===== src/rtl/scpu_byte_mem_resp.sv =====
// Byte-serial front end for a 16-bit synchronous word memory. It serves one fetch port and one data port,
// each with a one-deep pending slot. Data requests take priority over fetches.
module scpu_byte_mem_resp (
    input  logic        clk,
    input  logic        rst_n,
    input  logic        i_req,
    input  logic [8:0]  i_addr,
    output logic [7:0]  i_datain,
    output logic        i_valid,
    input  logic        d_req,
    input  logic        d_we,
    input  logic [8:0]  d_addr,
    input  logic [7:0]  d_dataout,
    output logic [7:0]  d_datain,
    output logic        d_valid,
    output logic        mem_en,
    output logic        mem_we,
    output logic [8:0]  mem_addr,
    output logic [15:0] mem_wdata,
    input  logic [15:0] mem_rdata,
    output logic        busy,
    output logic        ovf
);
    typedef enum logic [2:0] {IDLE, RD_ISSUE, RD_WAIT, RD_LO, RD_HI, WR_HI, WR_COMMIT} state_t;

    state_t      r_state;
    logic        r_ip_v, r_dp_v, r_dp_we;
    logic [8:0]  r_ip_addr, r_dp_addr, r_waddr;
    logic [7:0]  r_dp_lo, r_dp_hi, r_wlo, r_whi, r_word_hi;
    logic        r_act_d, r_hi_due, r_hi_to_slot;

    logic        w_can_start, w_start_d, w_start_i, w_d_direct, w_i_direct;
    logic        w_d_keep, w_i_keep, w_d_drop, w_i_drop, w_slot_hi_live;
    logic        w_s_we;
    logic [8:0]  w_s_daddr, w_s_iaddr;
    logic [7:0]  w_s_lo, w_s_hi, w_hi_now;

    always_comb begin
        w_can_start    = (r_state == IDLE) || (r_state == RD_HI) || (r_state == WR_COMMIT);
        w_start_d      = w_can_start && (r_dp_v || d_req);
        w_start_i      = w_can_start && !(r_dp_v || d_req) && (r_ip_v || i_req);
        w_d_direct     = w_start_d && !r_dp_v;
        w_i_direct     = w_start_i && !r_ip_v;
        // A full slot frees up on the same edge it is started, so it can take a new request then.
        w_d_keep       = d_req && !w_d_direct && (!r_dp_v || w_start_d);
        w_i_keep       = i_req && !w_i_direct && (!r_ip_v || w_start_i);
        w_d_drop       = d_req && !w_d_direct && r_dp_v && !w_start_d;
        w_i_drop       = i_req && !w_i_direct && r_ip_v && !w_start_i;
        w_s_we         = r_dp_v ? r_dp_we   : d_we;
        w_s_daddr      = r_dp_v ? r_dp_addr : d_addr;
        w_s_lo         = r_dp_v ? r_dp_lo   : d_dataout;
        w_s_iaddr      = r_ip_v ? r_ip_addr : i_addr;
        // The high byte of a write is always on d_dataout one edge after its d_req.
        w_slot_hi_live = r_hi_due && r_hi_to_slot;
        w_s_hi         = w_slot_hi_live ? d_dataout : r_dp_hi;
        w_hi_now       = (r_hi_due && !r_hi_to_slot) ? d_dataout : r_whi;
    end

    always_ff @(posedge clk or negedge rst_n) begin
        if (!rst_n) begin
            r_state      <= IDLE;
            r_ip_v       <= 1'b0;
            r_ip_addr    <= '0;
            r_dp_v       <= 1'b0;
            r_dp_we      <= 1'b0;
            r_dp_addr    <= '0;
            r_dp_lo      <= '0;
            r_dp_hi      <= '0;
            r_waddr      <= '0;
            r_wlo        <= '0;
            r_whi        <= '0;
            r_word_hi    <= '0;
            r_act_d      <= 1'b0;
            r_hi_due     <= 1'b0;
            r_hi_to_slot <= 1'b0;
            i_datain     <= '0;
            i_valid      <= 1'b0;
            d_datain     <= '0;
            d_valid      <= 1'b0;
            mem_en       <= 1'b0;
            mem_we       <= 1'b0;
            mem_addr     <= '0;
            mem_wdata    <= '0;
            busy         <= 1'b0;
            ovf          <= 1'b0;
        end else begin
            mem_en    <= 1'b0;
            mem_we    <= 1'b0;
            mem_addr  <= '0;
            mem_wdata <= '0;
            i_valid   <= 1'b0;
            i_datain  <= '0;
            d_valid   <= 1'b0;
            d_datain  <= '0;

            if (w_start_d && r_dp_v) r_dp_v <= 1'b0;
            if (w_d_keep) begin
                r_dp_v    <= 1'b1;
                r_dp_we   <= d_we;
                r_dp_addr <= d_addr;
                r_dp_lo   <= d_dataout;
            end
            if (w_slot_hi_live) r_dp_hi <= d_dataout;
            if (w_start_i && r_ip_v) r_ip_v <= 1'b0;
            if (w_i_keep) begin
                r_ip_v    <= 1'b1;
                r_ip_addr <= i_addr;
            end
            if (w_d_drop || w_i_drop) ovf <= 1'b1;
            r_hi_due     <= d_req && d_we && (w_d_direct || w_d_keep);
            r_hi_to_slot <= !w_d_direct;

            case (r_state)
                RD_ISSUE: begin
                    r_state <= RD_WAIT;
                    busy    <= 1'b1;
                end
                RD_WAIT: begin
                    r_state   <= RD_LO;
                    busy      <= 1'b1;
                    r_word_hi <= mem_rdata[15:8];
                    if (r_act_d) begin
                        d_valid  <= 1'b1;
                        d_datain <= mem_rdata[7:0];
                    end else begin
                        i_valid  <= 1'b1;
                        i_datain <= mem_rdata[7:0];
                    end
                end
                RD_LO: begin
                    r_state <= RD_HI;
                    busy    <= 1'b1;
                    if (r_act_d) begin
                        d_valid  <= 1'b1;
                        d_datain <= r_word_hi;
                    end else begin
                        i_valid  <= 1'b1;
                        i_datain <= r_word_hi;
                    end
                end
                WR_HI: begin
                    r_state   <= WR_COMMIT;
                    busy      <= 1'b1;
                    mem_en    <= 1'b1;
                    mem_we    <= 1'b1;
                    mem_addr  <= r_waddr;
                    mem_wdata <= {w_hi_now, r_wlo};
                    d_valid   <= 1'b1;
                end
                default: begin
                    // IDLE, RD_HI and WR_COMMIT all chain straight into the next request.
                    busy <= w_start_d || w_start_i;
                    if (w_start_d) begin
                        r_act_d <= 1'b1;
                        r_waddr <= w_s_daddr;
                        if (w_s_we) begin
                            r_state <= WR_HI;
                            r_wlo   <= w_s_lo;
                            r_whi   <= w_s_hi;
                        end else begin
                            r_state  <= RD_ISSUE;
                            mem_en   <= 1'b1;
                            mem_addr <= w_s_daddr;
                        end
                    end else if (w_start_i) begin
                        r_act_d  <= 1'b0;
                        r_state  <= RD_ISSUE;
                        mem_en   <= 1'b1;
                        mem_addr <= w_s_iaddr;
                    end else begin
                        r_state <= IDLE;
                    end
                end
            endcase
        end
    end
endmodule


===== config.mk =====
export PLATFORM = sky130hd
export DESIGN_NAME = scpu_byte_mem_resp
export DESIGN_NICKNAME = d
export VERILOG_FILES = /design/src/rtl/scpu_byte_mem_resp.sv
export SDC_FILE = /design/constraint.sdc
export NUM_CORES = 1
export LEC_CHECK = 0
export BUFFER_PORTS_ARGS = -buffer_cell sky130_fd_sc_hd__buf_2
export CORE_MARGIN = 2
export CORE_UTILIZATION = 55
export DETAILED_ROUTE_END_ITERATION = 8
export GPL_ROUTABILITY_DRIVEN = 0
export GPL_TIMING_DRIVEN = 0
export PLACE_DENSITY = 0.78
export SETUP_SLACK_MARGIN = 0.5
export SLEW_MARGIN = 5
export SYNTH_ARGS = -nofsm -noshare
export SYNTH_HDL_FRONTEND = slang
export SYNTH_SLANG_ARGS = --single-unit

===== constraint.sdc =====
create_clock -name clk -period 3.1 [get_ports clk]
set_input_delay 0.155 -clock clk [delete_from_list [all_inputs] [get_ports clk]]
set_output_delay 0.155 -clock clk [all_outputs]
set_load 0.05 [all_outputs]

Word level (Yosys, flattened, before mapping):

Cells that the tools add are included.

* bits in registers: 123
* output and inout bits: 47
* word-level logic and storage cells: 115

* eq/ne operators: 6
* mux-type cells: 37
* bitwise logic cells: 1
* reductions and logical operators: 46

Operators with widths (number)
* $mux W8: 7
* $mux W9: 5
* $pmux W8 S2: 2
* $logic_and A1 B1 Y1: 19
* $pmux W9 S2: 1
* $mux W1: 16
* $mux W16: 1
* $pmux W3 S4: 1
* $eq A3 B3 Y1 const B: 3
* $logic_or A1 B1 Y1: 9
* $logic_not A1 Y1: 8
* $eq A3 B2 Y1 const B: 2
* $mux W3: 2
* $reduce_bool A2 Y1: 3
* $pmux W1 S2: 2
* $reduce_and A2 Y1: 2
* $reduce_or A4 Y1: 1
* $eq A3 B1 Y1 const B: 1
* $logic_not A3 Y1: 1
* $reduce_and A3 Y1: 1
* $reduce_or A3 Y1: 1
* $reduce_or A2 Y1: 1
* $not A1 Y1: 1

Longest topological paths before layout:

Gate-level depths: netlist of run 1.

* word-level depth: 11
* depth in mapped cells: 7
* gate-level depth less buffers: 5

Least setup slack after synthesis of run 1:

Ideal clock, no wire load.

* path kind: register to register
* start: register r_state[1]
* end: register r_dp_addr[1]
* arrival time: 1.642 ns
* path slack: 1.333 ns
* stages on the path, launching flop included: 7
* clock period less this slack: 1.767 ns
* path through: dfrtp_1 > nor2b_1 > buf_4 > or3_4 > nand3_4 > buf_12 > mux2_4

* cells in the longest elaborated chain, start to end: 8
* elaborated cells between the ends (all ways): 11
* classes of those cells: 2 x eq/ne; 9 x reduce/logical

Ends and longest elaborated chain
* start: declaration: line 26 `state_t r_state;`
* start signal: assignment: line 61 `r_state <= IDLE;`
* start signal: assignment: line 115 `r_state <= RD_WAIT;`
* start signal: assignment: line 119 `r_state <= RD_LO;`
* $eq A3 B3 Y1 or $logic_not A3 Y1 (tied branches): line 39 `w_can_start = (r_state == IDLE) || (r_state == RD_HI) || (r_state == WR_COMMIT);`
* $logic_or A1 B1 Y1: line 39
* $logic_or A1 B1 Y1 *: line 39
* $logic_and A1 B1 Y1 *: line 40 `w_start_d = w_can_start && (r_dp_v || d_req);`
* $logic_and A1 B1 Y1: line 42 `w_d_direct = w_start_d && !r_dp_v;`
* $logic_not A1 Y1: line 45 `w_d_keep = d_req && !w_d_direct && (!r_dp_v || w_start_d);`
* $logic_and A1 B1 Y1: line 45
* $logic_and A1 B1 Y1 *: line 45
* end signal: assignment: line 100 `r_dp_addr <= d_addr;`
* end: declaration: line 28 `logic [8:0] r_ip_addr, r_dp_addr, r_waddr;`

Mark *: on every way between the ends. The rest lies on a longest branch, timed or not.
A chain may end at the register's enable or synchronous reset.

Worst setup path in the final report of run 1:

* start: register r_state[1]
* end: register r_whi[4]

* cells in the longest elaborated chain, start to end: 5
* elaborated cells between the ends (all ways): 13
* classes of those cells: 6 x eq/ne; 1 x bitwise; 6 x reduce/logical

Ends and longest elaborated chain
* $eq A3 B3 Y1 or $logic_not A3 Y1 (tied branches): line 39
* $logic_or A1 B1 Y1 (2 in series): line 39
* $logic_and A1 B1 Y1: line 40
* $reduce_and A3 Y1 (no source line) *
* end signal: assignment: line 159 `r_whi <= w_s_hi;`
* end: declaration: line 29 `logic [7:0] r_dp_lo, r_dp_hi, r_wlo, r_whi, r_word_hi;`

Marks and branches as above.

==> impl_metrics.toml, run 1 <==
[floorplanning]
die_h_um = 98.7
rows = 34
die_width_um = 98.7
core_area_um2 = 8720
start_util_pct = 56.5
ios = 94
dieArea_um2 = 9730

[synthesis]
ys_types = 40
synth_top_area_cell = "dfrtp_1"
syn_area_per_cell_um2 = 13.6
syn_inst = 362
yosysWarnings = 0
synth_top_area_share_pct = 62.5
synthesis.area_um2 = 4930
synth_area_leaders = "dfrtp_1 (62%), mux2_2 (8.5%), mux2i_1 (6.9%), nor2_1 (3.2%), mux2_4 (3.0%)"
ys_ff_latch = 123
seq_area_frac_synth_pct = 62.5
synth_nets = 409

[global_routing]
antenna_found_initial = 0
grt_max_degree = 67
grt_pass1_vias = 3669
grt_use_total_pct = 23.9
grt_pass1_wl_um = 18000
overflow = 0

[timing]
skew_ps = 10.6
tightest_slew_ps = 620
period_share_pct = 62.2
setup_viol = 0
fin_hold_ws_ps = 43.2
fin_tns_setup_ps = 0
slew_violations = 0
max_freq_ghz = 0.519
period_minus_slack_ps = 1930
relSlewSlack_pct = 58.7
finalHoldViolCount = 0
rsz0062_at_grt = "no"

[routing]
antenna_left = 0
num_vias = 3431
routed_wl_um = 10900
drt-met1-wl_um = 4760
drcViolationCount = 0
met3_length_um = 401
wl_met2_um = 5520
routedWlPerCell_um = 17.0
drt_iter0_drc = 94
dr.pass1.iters = 4
routed_via_density = 5.35
top_layer = "met4"

[critical_path]
cp_max_fo = 10
regToRegStartpoint = "r_state[1]"
arrival_ps = 2320
cp-end-kind = "flip-flop"
regToRegSetupSlack_ps = 1170
crit_end = "r_whi[4]"
rr_endpoint = "r_whi[4]"
critPathLaunchType = "flip-flop"
path_class = "flip-flop to flip-flop"
ff2ff_path_depth = 5
crit_required_ps = 3500
crit_start = "r_state[1]"

[layout]
fin_nets = 567
nFillCells = 534
layout_common_cells = "dfrtp_1 (123), buf_2 (98), dlygate4sd3_1 (45), nor2_1 (42), mux2_2 (37)"
fin_area_um2 = 6640
drive_gt1_share_pct = 36.8
mostFrequentLayoutCell = "dfrtp_1"
syn_to_final_growth_pct = 34.7
antenna_cells = 0
final_util_pct = 76.1

[min_path]
hp-class = "input port to flip-flop"
whs_path_depth = 2

[clock_network]
clkLatencyLatePin_ps = 520
clock-sinks = 123
clockBufferDepth = 2
clkTransAtPathRegs_ps = 60
cts_resized = 0
cts_buffers = 17
cts_root_buf = "clkbuf_8"
cts_max_level = 4
cts_tree = "built"

[outcome]
status = "complete, no violations"

[power]
ir_drop_uv = 725
p_leak_uw = 0.00328
powerDensity_nw_per_um2 = 1080

[job]
maxCapViolCount = 0

[placement]
place_area_um2 = 5560
port-buffer-count = 93
dp_hpwl_um = 6640
==> where the power goes <==
group | leakage (uW) | switching, uW | internal, uW
clock | 0.000305 | 721 | 1330
combinational | 0.00147 | 1550 | 978
sequential | 0.00150 | 305 | 2270
==> final cells by class <==
type / count / area, um2 / share of cell area, %
clock inverter: 14 / 195 / 2.94
tap: 108 / 135 / 2.04
multi-input combinational: 220 / 1730 / 26.1
timing repair buffer: 139 / 950 / 14.3
buffer: 16 / 106 / 1.60
inverter: 3 / 11.3 / 0.170
clock buffer: 18 / 428 / 6.45
sequential: 123 / 3080 / 46.4
==> worst min path at each step <==
stage	start	to	slack, ps
after floorplan	rst_n	busy	-140
after global placement	mem_rdata[10]	r_word_hi[2]	390
after detailed placement	rst_n	r_ip_addr[8]	160
after CTS	i_req	r_ip_v	20
after global routing	i_req	r_ip_v	30
final	i_req	r_ip_v	40
==> cell usage after synthesis <==
| cell | number |
|---|---|
| o21bai_1 | 2 |
| and4_4 | 1 |
| maj3_1 | 1 |
| a21o_1 | 2 |
| o21ai_2 | 1 |
| dfrtp_1 | 123 |
| or3_4 | 1 |
| a21boi_0 | 1 |
| o2bb2ai_1 | 1 |
| o211ai_1 | 8 |
| o41ai_1 | 1 |
| a221o_1 | 1 |
| a31oi_1 | 3 |
| clkbuf_1 | 5 |
| nand3_1 | 2 |
| mux2_4 | 10 |
| xor2_1 | 1 |
| nor2_2 | 2 |
| nand2_1 | 16 |
| buf_4 | 2 |
| and2_1 | 8 |
| buf_2 | 6 |
| a21oi_1 | 17 |
| nand2b_1 | 5 |
| buf_12 | 1 |
| a22oi_1 | 8 |
| and3_1 | 1 |
| mux2_2 | 37 |
| nor4_4 | 2 |
| nand3_4 | 1 |
| nor3_1 | 1 |
| nand4_1 | 1 |
| nor2b_1 | 1 |
| or2_2 | 3 |
| nor2_1 | 42 |
| mux2i_1 | 34 |
| buf_6 | 2 |
| o21ai_4 | 1 |
| inv_1 | 3 |
| mux2_1 | 4 |
==> repair_timing <==
| action | CTS | global route |
|---|---|---|
| hold endpoints to repair | 139 | 0 |
| hold buffers | 45 | 0 |
| setup buffers | 0 | 0 |
==> stage by stage <==
| step | setup slack (ps) | power (uW) | std cells |
|---|---|---|---|
| floorplan | 1330 | 4440 | 362 |
| global placement | 417 | 4940 | 563 |
| detailed placement | 1150 | 5040 | 564 |
| CTS | 1140 | 7160 | 641 |
| global route | 1040 | 7500 | 641 |
| finish | 1170 | 7150 | 641 |
==> cells by family after synthesis <==
logic type / synth area share, %
multiplexers: 19.3
AND/OR/NAND/NOR: 9.07
buffers and inverters: 2.39
flip-flops: 62.5
AO/OA/AOI/OAI: 6.37
adder cells (fa/ha/maj): 0.203
XOR/XNOR: 0.178
==> metal layers <==
layer | up-vias | track usage, %
met1 | 1736 | 30.1
li1 | 1583 | -
met2 | 93 | 39.3
met3 | 19 | 7.38
met5 | - | 0
met4 | 0 | 8.54
==> worst max-delay path, cell delays in order (launching register included) <==
cell and delay (ps):
dfrtp_1 430, nor2b_1 150, buf_4 170, nor4_4 500, buf_6 230, mux2_1 330
==> flip-flops by register name (all words and copies together) (netlist names), 3 cells and up <==
register,count
d_datain,8
i_datain,8
mem_addr,9
mem_wdata,16
r_dp_addr,9
r_dp_hi,8
r_dp_lo,8
r_ip_addr,9
r_state,3
r_waddr,9
r_whi,8
r_wlo,8
r_word_hi,8
No activity file was read; power rests on OpenSTA's default activity.
==> run 2, diff against run 1 <==
Clock period 3.1 ns to 2 ns, I/O delays scaled along.
==> run 2 against run 1 <==
- maximum frequency increased by 8.3%
- final cell count is 4.7% higher
- global-route usage is 2.6 points higher
- highest routed layer unchanged
- largest cell class unchanged
- wire length is 21% higher
- sequential cell count unchanged
- sequential share of layout area fell by 3.2 points
- hold slack better by 15 ps
- die area stayed put
- combinational power grew 100%
- register-to-register slack worse by 950 ps
==> impl_metrics.toml, run 2 (synthesized netlist as in run 1, its figures left out) <==
[floorplanning]
dieArea_um2 = 9730
start_util_pct = 56.5
rows = 34
die_width_um = 98.7
core_area_um2 = 8720
die_h_um = 98.7
ios = 94

[layout]
antenna_cells = 0
mostFrequentLayoutCell = "dfrtp_1"
fin_area_um2 = 7130
syn_to_final_growth_pct = 44.7
layout_common_cells = "dfrtp_1 (122), buf_2 (94), dlygate4sd3_1 (46), nor2_1 (37)"
top_register = "mem_wdata"
drive_gt1_share_pct = 43.9
largest_register_ffs = 16
fin_nets = 598

[critical_path]
regToRegStartpoint = "r_state[2]"
arrival_ps = 2190
rr_endpoint = "r_ip_addr[6]"
crit_required_ps = 2410
path_class = "flip-flop to flip-flop"
regToRegSetupSlack_ps = 220
crit_start = "r_state[2]"
ff2ff_path_depth = 7
cp-end-kind = "flip-flop"
crit_end = "r_ip_addr[6]"
cp_max_fo = 10
critPathLaunchType = "flip-flop"

[timing]
fin_tns_setup_ps = 0
relSlewSlack_pct = 67.4
period_minus_slack_ps = 1780
skew_ps = 12.8
max_freq_ghz = 0.562
setup_slack_ps = 220
tightest_slew_ps = 488
period_share_pct = 89.0
finalHoldViolCount = 0
rsz0062_at_grt = "yes"
slew_violations = 0
setup_viol = 0

[routing]
num_vias = 3649
dr.pass1.iters = 6
drt_iter0_drc = 196
routed_via_density = 5.44
routed_wl_um = 13200
antenna_left = 0
routedWlPerCell_um = 19.7
drcViolationCount = 0

[power]
power_frac_seq_pct = 33.5
comb_power_share_pct = 42.2
p_leak_uw = 0.00355
ir_drop_uv = 1100
sw_frac_of_total_pct = 37.4
p_clk_share_pct = 24.3
powerDensity_nw_per_um2 = 1700
power.switching_uw = 4520
p_int_uw = 7580

[clock_network]
cts_max_level = 4
clock-sinks = 123
clkTransAtPathRegs_ps = 60
clockBufferDepth = 2
cts_tree = "built"
clkLatencyLatePin_ps = 530
cts_buffers = 17
cts_root_buf = "clkbuf_8"

[global_routing]
grt_pass1_vias = 4075
grt_pass1_wl_um = 19900
grtUsageMet1_pct = 32.0
grt_max_degree = 81
grt_use_total_pct = 26.5
antenna_found_initial = 0
grt_use_met2_pct = 46.0
grtUsageMet3_pct = 5.53
overflow = 0
grt-busiest-layer = "met2"

[min_path]
hp-class = "input port to asynchronous set/reset pin"

[placement]
port-buffer-count = 93
dp_hpwl_um = 6680
post-place-ws_ps = 104
place_area_um2 = 5590

[outcome]
status = "complete, no violations"

[job]
maxCapViolCount = 0
-- run 2: cell count changes in the layout (fill, tap and decap cells not counted), sizes merged --
| cell | delta |
|---|---|
| buf | +31 |
| bufinv | -2 |
| clkbuf | -2 |
| clkinvlp | +2 |
| dlygate4sd3 | +1 |
-- run 2: per-layer routing --
layer | vias up | share of wire [%]
met1 | 1837 | 40
met5 | - | 0
met4 | 0 | 3.2
met2 | 125 | 53
met3 | 40 | 4.2
li1 | 1647 | -
-- run 2: critical path, cell delays in order (launching register included) --
cell,delay [ps]
dfrtp_1,410
nand2b_1,160
buf_6,140
and4_4,180
buf_6,140
o21ai_4,160
buf_12,150
mux2_2,330
-- run 2: stage by stage --
| step | hold slack, ps | total power [uW] | utilization, % | std cells |
|---|---|---|---|---|
| floorplan | -196 | 6940 | - | 362 |
| global placement | 333 | 7720 | 63.7 | 563 |
| detailed placement | 51.1 | 7890 | 64.1 | 564 |
| CTS | 47.0 | 11600 | 79.8 | 661 |
| global route | 114 | 12600 | 81.7 | 671 |
| finish | 58.1 | 12100 | 81.7 | 671 |
-- run 2: power by group through the flow --
stage / registers, uW / clock network (uW) / logic (uW)
after floorplan: 4890 / 0 / 2050
after CTS: 3990 / 2930 / 4680
after detailed placement: 3990 / 0 / 3900
after global placement: 3930 / 0 / 3800
after global routing: 4140 / 3050 / 5390
final: 4060 / 2940 / 5110
-- run 2: worst min-delay path by stage --
stage / startpoint / endpoint / slack [ps] / depth (start not counted)
floorplan: rst_n / busy / -200 / 0
CTS: d_req / r_state[0] / 50 / 3
global placement: mem_rdata[10] / r_word_hi[2] / 330 / 2
finish: rst_n / r_ip_addr[1] / 60 / 2
detailed placement: rst_n / mem_addr[7] / 50 / 1
global route: rst_n / r_ip_addr[1] / 110 / 2
-- run 2: cell type report --
class / count / area (um2)
Tap cell: 108 / 135
Clock buffer: 17 / 414
Multi-Input combinational cell: 220 / 1910
Inverter: 3 / 15.0
Sequential cell: 123 / 3080
Timing Repair Buffer: 170 / 1270
Buffer: 16 / 159
Clock inverter: 14 / 148
Fill cell: 439 / 1590
-- run 2: timing repair --
item                                    CTS  global route
buffers inserted                         20             6
pin swaps                                 4             5
hold buffers                             46             0
hold endpoints to repair                220             0
cloned                                    0             4
endpoints found under the setup margin   84            83
gates resized for setup                  44            31
==> run 3, diff against run 2 <==
Settings changed: CTS_BUF_LIST from default to sky130_fd_sc_hd__clkbuf_4, SLEW_MARGIN 5 to default.
==> run 3 against run 2 <==
- design area up 1.4%
- final cell count up 3.0%
- via count up 5.0%
- sequential share of layout area down 0.61 points
- largest cell class unchanged
- sequential cell count unchanged
- register-to-register slack worse by 60 ps
- combinational power up 14%
==> impl_metrics.toml, run 3 (synthesized netlist as in run 1, its figures left out) <==
[timing]
setup_viol = 0
tightest_slew_ps = 425
period_share_pct = 91.9
max_freq_ghz = 0.544
period_minus_slack_ps = 1840
fin_tns_setup_ps = 0
skew_ps = 19.9
slew_violations = 0
relSlewSlack_pct = 71.6
rsz0062_at_grt = "yes"
finalHoldViolCount = 0

[global_routing]
grt_pass1_vias = 4082
grt-busiest-layer = "met2"
grtUsageMet1_pct = 33.1
grt_pass1_wl_um = 20300
grt_use_met2_pct = 46.2
grt_max_degree = 81
grt_use_total_pct = 27.1
overflow = 0
grtUsageMet3_pct = 5.32
antenna_found_initial = 1

[layout]
drive_gt1_share_pct = 51.9
syn_to_final_growth_pct = 46.7
top_register = "mem_wdata"
fin_area_um2 = 7230
mostFrequentLayoutCell = "dfrtp_1"
largest_register_ffs = 16
layout_common_cells = "dfrtp_1 (122), buf_2 (93), dlygate4sd3_1 (46), mux2_4 (33), mux2i_1 (32)"
fin_nets = 617

[critical_path]
path_class = "flip-flop to flip-flop"
cp_max_fo = 5
cp-end-kind = "flip-flop"
cp_common_cell = "buf_6"
arrival_ps = 2250
critPathLaunchType = "flip-flop"
crit_required_ps = 2410
slowest_delay_ps = 410
path_cells = "buf_4, nand2b_4, buf_6, and4_4, buf_8, o21ai_4, buf_6, buf_12, mux2_2"
cp_num_buf_inv = 5
crit_slowest_cell = "dfrtp_1"
cp_top_family = "buffers and inverters"

[floorplanning]
die_h_um = 98.7
die_width_um = 98.7
ios = 94
rows = 34
dieArea_um2 = 9730
core_area_um2 = 8720
start_util_pct = 56.5

[placement]
dp_hpwl_um = 6680
place_area_um2 = 5590
port-buffer-count = 93

[power]
power_uw = 11700
powerDensity_nw_per_um2 = 1620
ir_drop_uv = 1110
p_leak_uw = 0.00358

[clock_network]
cts_max_level = 4
clkTransAtPathRegs_ps = 110
clockBufferDepth = 2
clock-sinks = 123
cts_tree = "built"
clkLatencyLatePin_ps = 520
cts_root_buf = "clkbuf_4"
cts_buffers = 17

[min_path]
hp-class = "input port to asynchronous set/reset pin"

[routing]
routed_via_density = 5.54
routedWlPerCell_um = 20.1
drcViolationCount = 0
routed_wl_um = 13900
drt_iter0_drc = 197
antenna_left = 0
num_vias = 3830
dr.pass1.iters = 4

[job]
maxCapViolCount = 0

[outcome]
status = "complete, no violations"
## run 3: cell count changes in the layout (fill, tap and decap cells not counted), sizes merged
cell and delta:
clkbuf -2, buf +21, diode +1
## run 3: path summary, 6_finish.rpt
kind / slack, ps / to / from / cells past startpoint
worst min register to register: 490 / ovf / ovf / 1
min in group clk: 80 / r_state[0] / d_req / 3
max in group asynchronous: 1220 / r_dp_v / rst_n / 3
worst max-delay path: 160 / r_ip_addr[8] / r_state[1] / 9
worst min-delay path: 60 / r_ip_addr[1] / rst_n / 2
worst max register to register: 160 / r_ip_addr[8] / r_state[1] / 9
## run 3: area by class of cell
| class | count | area, um2 |
|---|---|---|
| multi-input cells | 220 | 2060 |
| fillers | 421 | 1490 |
| inverters | 3 | 15.0 |
| well taps | 108 | 135 |
| clock inverters | 14 | 148 |
| plain buffers | 16 | 170 |
| clock buffers | 17 | 128 |
| repair buffers | 189 | 1490 |
| flip-flops and latches | 123 | 3080 |
| diodes | 1 | 2.50 |
## run 3: what timing repair did
| item | 4_1_cts | 5_1_grt |
|---|---|---|
| cloned | 2 | 4 |
| hold buffers | 46 | 0 |
| setup endpoints to repair | 85 | 105 |
| endpoints found under the hold margin | 228 | 0 |
| buffers inserted | 30 | 13 |
| resized for setup | 57 | 79 |
| pin swaps | 10 | 9 |
## run 3: stage by stage
step / std cells / util (%) / hold WS, ps / worst slack (ps)
4_1_cts: 673 / 78.6 / 24.3 / 233
6_report: 691 / 82.9 / 55.7 / 162
3_3_place_gp: 563 / 63.7 / 333 / -635
3_5_place_dp: 564 / 64.1 / 51.1 / 104
5_1_grt: 691 / 82.9 / 66.0 / 141
2_1_floorplan: 362 / - / -196 / 259
## run 3: power by group
group	switching (uW)	internal (uW)
Sequential	599	3500
Clock	1010	740
Combinational	3110	2740
Total	4720	6980
## run 3: per-layer routing
layer / vias up / part of all wire, % / routed length, um
li1: 1690 / - / -
met2: 166 / 52 / 7220
met5: - / 0 / 0
met1: 1924 / 39 / 5490
met4: 0 / 3.7 / 514
met3: 50 / 4.9 / 685
